`config.mk`:
```
export PLATFORM = sky130hd
export DESIGN_NAME = geared_bit_bank_flat
export DESIGN_NICKNAME = d
export VERILOG_FILES = /design/src/rtl/tt_pkg.sv /design/src/rtl/geared_bit_bank_if.sv /design/src/rtl/tt_ball_arbiter.sv /design/src/rtl/geared_bit_bank.sv /design/src/flat_wrapper.sv
export SDC_FILE = /design/constraint.sdc
export NUM_CORES = 1
export LEC_CHECK = 0
export BUFFER_PORTS_ARGS = -buffer_cell sky130_fd_sc_hd__buf_2
export CAP_MARGIN = 20
export CORE_ASPECT_RATIO = 1.5
export CORE_UTILIZATION = 48
export DETAILED_ROUTE_END_ITERATION = 8
export MAX_ROUTING_LAYER = met4
export PLACE_DENSITY = 0.86
export SETUP_SLACK_MARGIN = 0.5
export SYNTH_ARGS = -nofsm -noshare
export SYNTH_HDL_FRONTEND = slang
export SYNTH_SLANG_ARGS = --single-unit
```
`constraint.sdc`:
```
create_clock -name clk -period 1.9 [get_ports clk]
set_clock_uncertainty 0.1 [all_clocks]
set_input_delay 0.095 -clock clk [delete_from_list [all_inputs] [get_ports clk]]
set_output_delay 0.095 -clock clk [all_outputs]
set_load 0.005 [all_outputs]
```
`src/rtl/tt_pkg.sv`:
```
// Shared types and constants for the geared bit bank.
package tt_pkg;

    localparam int unsigned TT_MAX_BITS = 32;

    typedef enum logic {
        TT_IDLE    = 1'b0,
        TT_TURNING = 1'b1
    } tt_state_e;

    // Index width for an N-entry vector; never narrower than one bit.
    function automatic int unsigned tt_idx_w(input int unsigned n);
        return (n > 1) ? $clog2(n) : 1;
    endfunction

endpackage

```
`src/rtl/geared_bit_bank_if.sv`:
```
// Ball entry/exit pulse bundle between the bank and its neighbours.
interface geared_bit_bank_if #(
    parameter int unsigned N_BITS = 4
);
    logic [N_BITS-1:0] i_left;
    logic [N_BITS-1:0] i_right;
    logic [N_BITS-1:0] o_left;
    logic [N_BITS-1:0] o_right;

    modport master (
        output i_left,
        output i_right,
        input  o_left,
        input  o_right
    );

    modport slave (
        input  i_left,
        input  i_right,
        output o_left,
        output o_right
    );
endinterface

```
`src/rtl/tt_ball_arbiter.sv`:
```
// Lowest-index-wins selection among simultaneous ball arrivals.
module tt_ball_arbiter
    import tt_pkg::*;
#(
    parameter int unsigned N_BITS = 4,
    localparam int unsigned IDX_W = tt_idx_w(N_BITS)
) (
    input  logic [N_BITS-1:0] req,
    output logic [N_BITS-1:0] grant,
    output logic [IDX_W-1:0]  index,
    output logic              multi
);

    localparam logic [N_BITS-1:0] ONE = N_BITS'(1);

    // Isolate the lowest set request and flag any additional requests.
    always_comb begin
        grant = req & (~req + ONE);
        multi = |(req & (req - ONE));
        index = '0;
        for (int unsigned i = N_BITS; i > 0; i--) begin
            if (req[i-1]) begin
                index = IDX_W'(i - 1);
            end
        end
    end

endmodule

```
`src/rtl/geared_bit_bank.sv`:
```
// Bank of geared bits sharing one gear state V; routes one ball per two cycles.
module geared_bit_bank
    import tt_pkg::*;
#(
    parameter int unsigned       N_BITS   = 4,
    parameter logic              INIT     = 1'b0,
    parameter logic [N_BITS-1:0] INV_MASK = '0,
    parameter int unsigned       CNT_W    = 16
) (
    input  logic                 clk,
    input  logic                 rst,
    geared_bit_bank_if.slave     bus,
    output logic [N_BITS-1:0]    o_state,
    output logic                 o_busy,
    output logic                 o_collision,
    output logic [CNT_W-1:0]     o_count
);

    localparam int unsigned       IDX_W = tt_idx_w(N_BITS);
    localparam logic [N_BITS-1:0] ONE   = N_BITS'(1);

    tt_state_e         state_q;
    logic              v_q;
    logic              d_q;
    logic [IDX_W-1:0]  k_q;
    logic [CNT_W-1:0]  count_q;
    logic              coll_q;

    logic [N_BITS-1:0] req;
    logic [N_BITS-1:0] grant;
    logic [IDX_W-1:0]  idx;
    logic              multi;
    logic [N_BITS-1:0] pulse;

    assign req = bus.i_left | bus.i_right;

    tt_ball_arbiter #(
        .N_BITS (N_BITS)
    ) u_arb (
        .req   (req),
        .grant (grant),
        .index (idx),
        .multi (multi)
    );

    // Accept in IDLE, emit in TURNING, then toggle the gear and count the ball.
    always_ff @(posedge clk) begin
        if (rst) begin
            state_q <= TT_IDLE;
            v_q     <= INIT;
            d_q     <= 1'b0;
            k_q     <= '0;
            count_q <= '0;
            coll_q  <= 1'b0;
        end else begin
            case (state_q)
                TT_IDLE: begin
                    if (|req) begin
                        state_q <= TT_TURNING;
                        k_q     <= idx;
                        d_q     <= v_q ^ (|(grant & INV_MASK));
                        if (multi || (|(bus.i_left & bus.i_right))) begin
                            coll_q <= 1'b1;
                        end
                    end
                end
                TT_TURNING: begin
                    state_q <= TT_IDLE;
                    v_q     <= ~v_q;
                    count_q <= count_q + CNT_W'(1);
                    if (|req) begin
                        coll_q <= 1'b1;
                    end
                end
            endcase
        end
    end

    // Exit pulses are decoded from the latched index and decision only,
    // so reset during TURNING suppresses the pulse by leaving TURNING.
    assign pulse       = ONE << k_q;
    assign o_busy      = (state_q == TT_TURNING);
    assign bus.o_left  = (o_busy && !d_q) ? pulse : '0;
    assign bus.o_right = (o_busy &&  d_q) ? pulse : '0;
    assign o_state     = {N_BITS{v_q}} ^ INV_MASK;
    assign o_collision = coll_q;
    assign o_count     = count_q;

endmodule

```
`src/flat_wrapper.sv`:
```
// flat-port wrapper written by rule: the top's interface ports become plain ports
module geared_bit_bank_flat import tt_pkg::*;
#(
    parameter int unsigned       N_BITS   = 4,
    parameter logic              INIT     = 1'b0,
    parameter logic [N_BITS-1:0] INV_MASK = '0,
    parameter int unsigned       CNT_W    = 16
)
  (clk, rst, o_state, o_busy, o_collision, o_count, bus_i_left, bus_i_right, bus_o_left, bus_o_right);
  geared_bit_bank_if #(.N_BITS(N_BITS)) bus_i ();
  input  logic clk;
  input  logic rst;
  output logic [N_BITS-1:0] o_state;
  output logic o_busy;
  output logic o_collision;
  output logic [CNT_W-1:0] o_count;
  input wire logic [$bits(bus_i.i_left)-1:0] bus_i_left;
  input wire logic [$bits(bus_i.i_right)-1:0] bus_i_right;
  output wire logic [$bits(bus_i.o_left)-1:0] bus_o_left;
  output wire logic [$bits(bus_i.o_right)-1:0] bus_o_right;
  assign bus_i.i_left = bus_i_left;
  assign bus_i.i_right = bus_i_right;
  assign bus_o_left = bus_i.o_left;
  assign bus_o_right = bus_i.o_right;
  geared_bit_bank #(.N_BITS(N_BITS), .INIT(INIT), .INV_MASK(INV_MASK), .CNT_W(CNT_W)) u_core (.clk(clk), .rst(rst), .bus(bus_i), .o_state(o_state), .o_busy(o_busy), .o_collision(o_collision), .o_count(o_count));
endmodule
```
==> metrics.md <==
| Metric | Value |
|---|---|
| GPL Wtd Cong | `0.8702` |
| Final slew viol count | `0` |
| Syn Nets | `147` |
| Synth Register Bits | `22` |
| DRT Pass-1 Iters | `4` |
| DR WL/cell | `12.70 µm` |
| Cell Area, Synth | `0.001124 mm²` |
| H-tree levels | `1` |
| Tcrit/Tclk final | `75.98%` |
| Post-synthesis cell count | `136` |
| Number of max-cap violations | `0` |
| DR vias | `1,103` |
| Setup TNS | `0 ps` |
| Commonest cells in the netlist | `nor2_1, dfxtp_1, nand2_1` |
| Final nets | `194` |
| Class of the worst hold path | `in2reg` |
| All-layer global routing usage | `21.02%` |
| Fill cell count | `178` |
| Post-synth EDFFs | `0` |
| Iteration-0 DRC Markers | `13` |
| Syn_area_per_cell | `8.262 µm²` |
| Post-synth ARST share | `0%` |
| Worst ir drop on vdd | `465.9 µV` |
| Die W | `41.51 µm` |
| Multi-input gate area | `691.9 µm²` |
| Inst Count DP | `192` |
| Critical Path Fanout Max | `8` |
| YS warnings | `0` |
| Share of layout cells above drive strength 1 | `43.96%` |
| FF/Latch Area | `467.9 µm²` |
| Critical path arrival | `1570 ps` |
| Worst r2r dst | `u_core.o_count[6]` |
| First-pass GRT wire length | `4029 µm` |
| Clock buffer depth | `2` |
| Vias per cell | `5.380` |
| Critical path capture point type | `flop` |
| CP Data Required Time | `2030 ps` |
| Hpwl dp | `1734 µm` |
| Routed WL | `2603 µm` |
| R2r worst-path depth | `4` |
| P per Cell Area | `558.6 mW/mm²` |
| Vias in the first global route | `1,009` |
| Die area | `0.002542 mm²` |
| Endpoints failing setup | `0` |
| CTS sink cnt | `22` |
| Most numerous cell in the Yosys netlist | `nor2_1` |
| CP Class | `reg2reg` |
| R2R setup slack | `460 ps` |
| Total grt overflow | `0` |
| Leak | `0.7146 nW` |
| Period minus WS final | `1444 ps` |
| Hold_sp | `bus_i_left[0]` |
| Endpoint, Worst Hold | `u_core.k_q[0]` |
| Relative slew slack | `51.42%` |
| Crit start category | `flop` |
| Primary FF master, synth | `dfxtp_1` |
| Pin count of the biggest net entering global routing | `25` |
| Top post-synthesis cells by area | `dfxtp_1, nor2_1, xnor2_1, nand2_1, xor2_1` |
| Seq/Total Area, Yosys | `39.20%` |
| Core Box Area | `0.002233 mm²` |
| Post-synthesis cell type count | `28` |
| Fmax | `692.7 MHz` |
| Area delta synth->final | `35.41%` |
| Core Rows | `21` |
| CTS tree | `yes` |
| Hold Fails Final Rpt | `0` |
| Clk_lat worst skew | `300 ps` |
| Antenna viol nets, final | `0` |
| Synth area leader | `dfxtp_1` |
| Cell Count, Final, Fillers Out | `205` |
| Root Driver | `clkbuf_4` |
| Clock transition at path regs | `120 ps` |
| Worst r2r src | `u_core.o_busy` |
| Hold depth | `4` |
| Measured slew at the worst slew-check pin | `722.0 ps` |
| IO Pins | `40` |
| Status | `finished clean` |
| Antenna violations before repair | `0` |
| Chip height | `61.26 µm` |
| TritonCTS Buffers | `3` |
| DRC viols | `0` |
| Initial core utilization | `50.31%` |
| Synth top area share | `39.20%` |
| CTS Hold Bufs | `0` |
| IO buf count | `39` |
| RSZ-0062 raised after global routing | `yes` |
| Antenna Cells | `0` |
layout by cell type, fill, tap and decap left out, drive strengths merged:
master,n
dfxtp,22
inv,2
xnor2,7
nor3,7
nand2,12
nand3,4
nor2,27
o311ai,1
a21oi,7
and4,2
nor4,4
nand4,5
nor2b,2
mux2i,1
a21o,1
xor2,5
a211oi,2
clkbuf,4
and3,2
nand2b,3
buf,50
or3,2
or4,2
o21ai,6
ha,1
o211ai,1
report_power, final:
group	leakage, nW	total, mW	internal [mW]	switching [mW]
Clock	0.0210	0.255	0.117	0.138
Combinational	0.508	0.109	0.0544	0.0550
Sequential	0.186	0.485	0.469	0.0163
Total	0.715	0.850	0.640	0.209
kinds of logic (layout without fill, tap and decap cells):
group / after synthesis / count (layout) / share of synthesized area, %
adders and majority gates: 1 / 1 / 1.113
DFF: 22 / 22 / 39.20
buffers and inverters: 10 / 56 / 5.012
muxes: 1 / 1 / 0.8909
AOI/OAI and AO/OA: 18 / 18 / 9.243
xor gates and xnor gates: 12 / 12 / 9.354
and+or+nand+nor: 72 / 72 / 35.19
flip-flops by register name, indices dropped and copies added, names as in the netlist:
| name | flops |
|---|---|
| u_core.d_q | 1 |
| u_core.v_q | 1 |
| u_core.o_busy | 1 |
| u_core.k_q | 2 |
| u_core.o_count | 16 |
| u_core.o_collision | 1 |
metrics by stage:
step                setup slack, ps  power, mW  cell area [µm²]  util (%)  hold WS, ps
finish                        456.4     0.8499             1521     68.12        42.14
floorplan                     489.6     0.5591             1136         -        162.8
detailed placement            374.4     0.5920             1326     59.38        370.3
global route                  432.6     0.8916             1521     68.12        47.86
global placement              434.9     0.5884             1326     59.38        350.3
CTS                           496.9     0.8583             1449     64.87        33.71
layout make-up:
| class | count | area share, % |
|---|---|---|
| tap | 23 | 1.891 |
| sequential | 22 | 30.76 |
| multi-input combinational | 104 | 45.48 |
| timing repair buffer | 50 | 19.00 |
| inverter | 2 | 0.4934 |
| clock buffer | 4 | 2.385 |
worst max-delay path, cell delays in order, from the launching register on:
cell,delay (ps)
dfxtp_2,380
buf_8,140
nand4_4,190
or3_1,400
a21oi_1,160
worst max-delay path by stage:
stage,slack [ps],cells past startpoint,end,startpoint
after floorplan,490,5,u_core.o_count[13],u_core.o_count[2]
after global placement,430,4,u_core.o_count[15],u_core.o_count[2]
after detailed placement,370,4,u_core.o_count[15],u_core.o_count[2]
after CTS,500,4,u_core.o_count[15],u_core.o_count[10]
after global routing,430,4,u_core.o_count[6],u_core.o_busy
final,460,4,u_core.o_count[6],u_core.o_busy
repair_timing:
action                                  in CTS  in global routing
pin swaps                                    3                  5
buffers inserted                             6                  3
endpoints found under the setup margin      15                 12
endpoints found under the hold margin        0                  0
resized for setup                           13                 13
routing by layer:
layer	share of wire [%]	up-vias	global-route usage (%)
met5	0	-	-
met4	3.5	0	13.36
met3	2.7	8	2.053
met2	54	29	37.95
met1	40	506	22.00
li1	-	560	-
(Power assumes the default switching activity.)
